$ cat config.mk
export PLATFORM = sky130hd
export DESIGN_NAME = wb_arbiter
export DESIGN_NICKNAME = d
export VERILOG_FILES = /design/src/rtl/wb_pkg.sv /design/src/rtl/wb_fifo.sv /design/src/rtl/wb_arbiter.sv
export SDC_FILE = /design/constraint.sdc
export NUM_CORES = 1
export LEC_CHECK = 0
export ABC_AREA = 1
export CAP_MARGIN = 15
export CORE_ASPECT_RATIO = 0.6
export CORE_MARGIN = 3
export CORE_UTILIZATION = 30
export DETAILED_ROUTE_END_ITERATION = 8
export SLEW_MARGIN = 15
export SYNTH_ARGS = -nofsm -noshare
export SYNTH_HDL_FRONTEND = slang
export SYNTH_SLANG_ARGS = --single-unit
$ cat constraint.sdc
create_clock -name clk -period 3.75 [get_ports clk]
set_input_delay 1.125 -clock clk [delete_from_list [all_inputs] [get_ports clk]]
set_output_delay 1.125 -clock clk [all_outputs]
set_load 0.1 [all_outputs]
$ cat src/rtl/wb_pkg.sv
// Shared types and constants for the writeback arbiter and its LSU result FIFO.
package wb_pkg;

    localparam int REG_ADDR_W = 5;
    localparam int DATA_W     = 32;
    localparam logic [REG_ADDR_W-1:0] REG_ZERO = 5'd0;

    typedef enum logic {
        ST_NORMAL   = 1'b0,
        ST_THROTTLE = 1'b1
    } starve_state_e;

    typedef struct packed {
        logic [REG_ADDR_W-1:0] rd;
        logic [DATA_W-1:0]     data;
    } wb_entry;

endpackage

$ cat src/rtl/wb_fifo.sv
// DEPTH-entry synchronous FIFO of writeback entries; pushes while full and pops while empty are ignored.
module wb_fifo
    import wb_pkg::*;
#(
    parameter int  DEPTH   = 2,
    parameter type entry_t = wb_entry
) (
    input  logic                         clk,
    input  logic                         rst_n,
    input  logic                         push_i,
    input  entry_t                       push_data_i,
    input  logic                         pop_i,
    output logic                         full_o,
    output logic                         empty_o,
    output logic [$clog2(DEPTH+1)-1:0]   count_o,
    output entry_t                       head_o
);

    localparam int CNT_W = $clog2(DEPTH + 1);
    localparam int PTR_W = (DEPTH > 1) ? $clog2(DEPTH) : 1;
    localparam logic [PTR_W-1:0] LAST_PTR = PTR_W'(DEPTH - 1);
    localparam logic [CNT_W-1:0] FULL_CNT = CNT_W'(DEPTH);

    entry_t             mem_q [DEPTH];
    logic [PTR_W-1:0]   wr_ptr_q;
    logic [PTR_W-1:0]   rd_ptr_q;
    logic [CNT_W-1:0]   count_q;
    logic               do_push;
    logic               do_pop;

    assign full_o  = (count_q == FULL_CNT);
    assign empty_o = (count_q == '0);
    assign count_o = count_q;
    assign head_o  = mem_q[rd_ptr_q];
    assign do_push = push_i & ~full_o;
    assign do_pop  = pop_i & ~empty_o;

    always_ff @(posedge clk) begin
        if (!rst_n) begin
            wr_ptr_q <= '0;
            rd_ptr_q <= '0;
            count_q  <= '0;
        end else begin
            if (do_push) wr_ptr_q <= (wr_ptr_q == LAST_PTR) ? '0 : wr_ptr_q + PTR_W'(1);
            if (do_pop)  rd_ptr_q <= (rd_ptr_q == LAST_PTR) ? '0 : rd_ptr_q + PTR_W'(1);
            case ({do_push, do_pop})
                2'b10:   count_q <= count_q + CNT_W'(1);
                2'b01:   count_q <= count_q - CNT_W'(1);
                default: count_q <= count_q;
            endcase
        end
    end

    // Storage carries no reset: contents are only observable through a valid count.
    always_ff @(posedge clk) begin
        if (do_push) mem_q[wr_ptr_q] <= push_data_i;
    end

endmodule

$ cat src/rtl/wb_arbiter.sv
// Writeback arbiter: ALU-priority merge of ALU and LSU results onto one registered write port.
// Define WB_FWD_EN to add the write-to-read forwarding comparators and ports.
module wb_arbiter #(
    parameter int DEPTH      = 2,
    parameter int STARVE_MAX = 4,
    parameter int DATA_W     = 32
) (
    input  logic              clk,
    input  logic              rst_n,
    input  logic              alu_valid,
    output logic              alu_ready,
    input  logic [4:0]        alu_rd,
    input  logic [DATA_W-1:0] alu_data,
    input  logic              lsu_valid,
    output logic              lsu_ready,
    input  logic [4:0]        lsu_rd,
    input  logic [DATA_W-1:0] lsu_data,
    output logic              wr_en,
    output logic [4:0]        wr_addr,
    output logic [DATA_W-1:0] wr_data,
`ifdef WB_FWD_EN
    input  logic [4:0]        rs1_addr,
    input  logic [4:0]        rs2_addr,
    output logic              fwd1_hit,
    output logic [DATA_W-1:0] fwd1_data,
    output logic              fwd2_hit,
    output logic [DATA_W-1:0] fwd2_data,
`endif
    output logic              lsu_pending
);

    import wb_pkg::*;

    localparam int CNT_W = $clog2(DEPTH + 1);
    localparam int SC_W  = $clog2(STARVE_MAX + 1);

    typedef struct packed {
        logic [REG_ADDR_W-1:0] rd;
        logic [DATA_W-1:0]     data;
    } entry_t;

    logic              alu_fire, lsu_fire, blocked, direct;
    logic              fifo_full, fifo_empty, push, pop, issue;
    logic [CNT_W-1:0]  fifo_count;
    entry_t            fifo_head, issue_e;

    starve_state_e     state_q;
    logic [SC_W-1:0]   starve_cnt_q;
    logic              alu_rdy_q;

    logic              wr_en_q, wr_en_d;
    logic [4:0]        wr_addr_q, wr_addr_d;
    logic [DATA_W-1:0] wr_data_q, wr_data_d;

    assign alu_ready   = alu_rdy_q;
    assign lsu_ready   = rst_n & (fifo_count < CNT_W'(DEPTH));
    assign alu_fire    = alu_valid & alu_ready;
    assign lsu_fire    = lsu_valid & lsu_ready;
    assign blocked     = alu_fire & ~fifo_empty;
    assign direct      = lsu_fire & ~alu_fire & fifo_empty;
    assign push        = lsu_fire & ~direct & ~fifo_full;
    assign lsu_pending = ~fifo_empty;

    wb_fifo #(
        .DEPTH   (DEPTH),
        .entry_t (entry_t)
    ) u_fifo (
        .clk         (clk),
        .rst_n       (rst_n),
        .push_i      (push),
        .push_data_i (entry_t'{rd: lsu_rd, data: lsu_data}),
        .pop_i       (pop),
        .full_o      (fifo_full),
        .empty_o     (fifo_empty),
        .count_o     (fifo_count),
        .head_o      (fifo_head)
    );

    // Issue priority: ALU, then FIFO head, then an LSU result bypassing an empty FIFO.
    always_comb begin
        issue   = 1'b0;
        pop     = 1'b0;
        issue_e = '0;
        if (alu_fire) begin
            issue   = 1'b1;
            issue_e = entry_t'{rd: alu_rd, data: alu_data};
        end else if (!fifo_empty) begin
            issue   = 1'b1;
            pop     = 1'b1;
            issue_e = fifo_head;
        end else if (lsu_fire) begin
            issue   = 1'b1;
            issue_e = entry_t'{rd: lsu_rd, data: lsu_data};
        end
    end

    // Writes to r0 consume the slot but leave the visible address/data untouched.
    always_comb begin
        wr_en_d   = issue & (issue_e.rd != REG_ZERO);
        wr_addr_d = wr_en_d ? issue_e.rd   : wr_addr_q;
        wr_data_d = wr_en_d ? issue_e.data : wr_data_q;
    end

    always_ff @(posedge clk) begin
        if (!rst_n) begin
            wr_en_q   <= 1'b0;
            wr_addr_q <= '0;
            wr_data_q <= '0;
        end else begin
            wr_en_q   <= wr_en_d;
            wr_addr_q <= wr_addr_d;
            wr_data_q <= wr_data_d;
        end
    end

    assign wr_en   = wr_en_q;
    assign wr_addr = wr_addr_q;
    assign wr_data = wr_data_q;

    // After STARVE_MAX consecutive blocked cycles, hold off the ALU for one cycle so the head pops.
    always_ff @(posedge clk) begin
        if (!rst_n) begin
            state_q      <= ST_NORMAL;
            starve_cnt_q <= '0;
            alu_rdy_q    <= 1'b1;
        end else begin
            case (state_q)
                ST_NORMAL: begin
                    if (blocked) begin
                        if (starve_cnt_q == SC_W'(STARVE_MAX - 1)) begin
                            state_q      <= ST_THROTTLE;
                            starve_cnt_q <= '0;
                            alu_rdy_q    <= 1'b0;
                        end else begin
                            starve_cnt_q <= starve_cnt_q + SC_W'(1);
                        end
                    end else begin
                        starve_cnt_q <= '0;
                    end
                end
                default: begin
                    state_q      <= ST_NORMAL;
                    starve_cnt_q <= '0;
                    alu_rdy_q    <= 1'b1;
                end
            endcase
        end
    end

`ifdef WB_FWD_EN
    assign fwd1_hit  = wr_en_q & (wr_addr_q == rs1_addr) & (rs1_addr != REG_ZERO);
    assign fwd2_hit  = wr_en_q & (wr_addr_q == rs2_addr) & (rs2_addr != REG_ZERO);
    assign fwd1_data = wr_data_q;
    assign fwd2_data = wr_data_q;
`endif

endmodule

==> out/qor.yml <==
r2r_slack_ns: 1.69
rr_worst_depth: 11
overflow: 0
critPathArrivalTime_ns: 1.72
rsz0062_at_grt: "no"
cts-root-buf: "clkbuf_16"
timing.fmax_mhz: 351
row_count: 37
seqPwrFrac_pct: 30.5
synthesis.area_um2: 5540
min_path_type: "flip-flop to flip-flop"
wl_mm: 15.5
layout_commonest_cell: "nand2_1"
path_cells: "buf_2 -> inv_1 -> nor2_2 -> buf_12"
min_period_ns: 2.85
ant_nets: 0
p_clk_share_pct: 31.0
die-area_um2: 20200
crit_family: "buffers and inverters"
pwr_density_cell_nw_per_um2: 732
post_cts_resized: 0
outcome: "complete, no violations"
slowest_delay_ns: 0.21
syn_nets: 735
diodes: 0
path_buf_inv: 3
hold_violations: 0
drtIter0Drc: 280
vdd_drop_max_uv: 338
crit_type: "primary input to primary output"
p_sw_mw: 2.24
nets: 848
cp-end-kind: "primary output"
ys_types: 26
setup_tns_ns: 0
vias: 4632
period_share_pct: 75.9
start_util_pct: 31.5
viasPerCell: 4.57
swShare_pct: 40.8
cp_max_fo: 3
min_path_cells: 1
final_layout_size_suffix_gt1_share_pct: 13.1
p_comb_share_pct: 38.6
maxCapViolCount: 0
htree_num_levels: 4
final_util_pct: 42.6
synth_largest_area_cell: "edfxtp_1"
cp.depth: 4
holdPathEnd: "state_q$_SDFF_PP0_"
cts_tree: "done"
maxSlewHeadroom_pct: 56.8
worst_pin_slew_ns: 0.647
wl_per_cell_um: 15.3
grt_antenna_before_repair: 2
dr.pass1.iters: 6
port_buffers: 118
fin_ws_ns: 0.904
yosysTopAreaCellShare_pct: 40.1
clk_pin_slew_ns: 0.06
p_leak_nw: 3.02
gp_congestion: 0.822
r2r-start: "u_fifo.count_o[1]$_SDFFE_PN0P_"
ys_seq_area_share_pct: 57.5
synth-seq-cells: 122
clkSinkCount: 122
insertion_delay_ns: 0.41
design.core.area_um2: 17600
dp_hpwl_mm: 10.2
syn_area_per_cell_um2: 8.46
required_ns: 2.62
io_pins: 119
cts_made_buffers: 17
yosys-top-cells-area: "edfxtp_1, dfxtp_1, nand2_1, nor2_1, o21ai_0"
cp_slowest_cell: "buf_12"
internal_power_mw: 3.25
yosys_warnings: 0
cts_hold_buf: 0
clk_path_buf_depth: 2
reg2reg_to: "wr_data[24]$_SDFFE_PN0P_"
grtUsageTotal_pct: 15.9
post_cts_buffers: 0
layout_common_cells: "nand2_1, clkdlybuf4s50_1, nor2_1"
syn_inst: 654
finClkSkew_ns: 0.00827
area_growth_pct: 35.5
grt_pass1_wl_mm: 25.3
setup-violations-final: 0
die_w_um: 181
cp-start-kind: "primary input"
slew_viol_final: 0
fill_cells: 1720
hp-start: "state_q$_SDFF_PP0_"
grt_start_max_net_pins: 53
drcViolationCount: 0
grt_pass1_vias: 4632
die_y_um: 111
dp_slack_ns: 0.517
Yosys cell counts, drive strengths merged:
library cell / number
edfxtp: 74
clkbuf: 12
and2: 1
and3: 1
a21boi: 1
ha: 3
nand2: 192
a21oi: 41
dfxtp: 48
o21ai: 68
nand4: 3
inv: 51
buf: 27
xor2: 2
nor4: 1
nor2: 83
or2: 3
nand3: 43
power groups by stage:
stage               clock network [mW]  registers, mW  logic (mW)
floorplan                            0           2.31       0.957
global placement                     0           1.70        2.13
detailed placement                   0           1.70        2.12
CTS                               1.73           1.67        2.13
global route                      1.79           1.69        2.31
finish                            1.70           1.67        2.12
cell families (layout without fill, tap and decap cells):
| logic type | Yosys count | in the layout | synth area share, % |
|---|---|---|---|
| XOR/XNOR | 2 | 2 | 0.317 |
| adder cells (fa/ha/maj) | 3 | 3 | 0.678 |
| AND/OR/NAND/NOR | 327 | 327 | 24.5 |
| buffers and inverters | 90 | 216 | 6.98 |
| AO/OA/AOI/OAI | 110 | 110 | 9.99 |
| flip-flops | 122 | 122 | 57.5 |
sequential cells by signal, indices dropped and copies added (netlist names), named ones only:
signal,cells
starve_cnt_q,3
wr_data,32
wr_en,1
u_fifo.count_o,2
wr_addr,5
u_fifo.rd_ptr_q,1
u_fifo.mem_q,74
alu_ready,1
state_q,1
u_fifo.wr_ptr_q,1
layout make-up:
| cell class | instances | area, µm² | area share, % |
|---|---|---|---|
| Inverter | 51 | 191 | 2.55 |
| Multi-Input combinational cell | 442 | 1990 | 26.5 |
| Clock buffer | 19 | 433 | 5.77 |
| Tap cell | 234 | 293 | 3.90 |
| Timing Repair Buffer | 133 | 1240 | 16.5 |
| Clock inverter | 13 | 176 | 2.35 |
| Sequential cell | 122 | 3180 | 42.5 |
per-layer routing:
| metal | GRT usage [%] | wire (µm) |
|---|---|---|
| met1 | 23.6 | 8120 |
| met2 | 22.1 | 6120 |
| met3 | 5.21 | 1170 |
| met4 | 3.80 | 86 |
| met5 | 0 | 27 |
per-stage QoR:
| stage | cells | total power [mW] | hold WS [ns] | cell area, µm² |
|---|---|---|---|---|
| after floorplan | 654 | 3.26 | 0.397 | 5540 |
| after global placement | 982 | 3.82 | 0.405 | 6890 |
| after detailed placement | 982 | 3.82 | 0.410 | 6890 |
| after CTS | 1014 | 5.54 | 0.419 | 7500 |
| after global routing | 1014 | 5.79 | 0.438 | 7500 |
| final | 1014 | 5.49 | 0.417 | 7500 |
worst max path at each step:
stage | start | endpoint
floorplan | alu_valid | u_fifo.mem_q[1][0]$_DFFE_PP_
global placement | alu_valid | wr_data[9]$_SDFFE_PN0P_
detailed placement | alu_valid | wr_data[18]$_SDFFE_PN0P_
CTS | rst_n | lsu_ready
global route | alu_valid | wr_data[14]$_SDFFE_PN0P_
finish | rst_n | lsu_ready
Note: power is estimated with default switching activity, not from simulation.
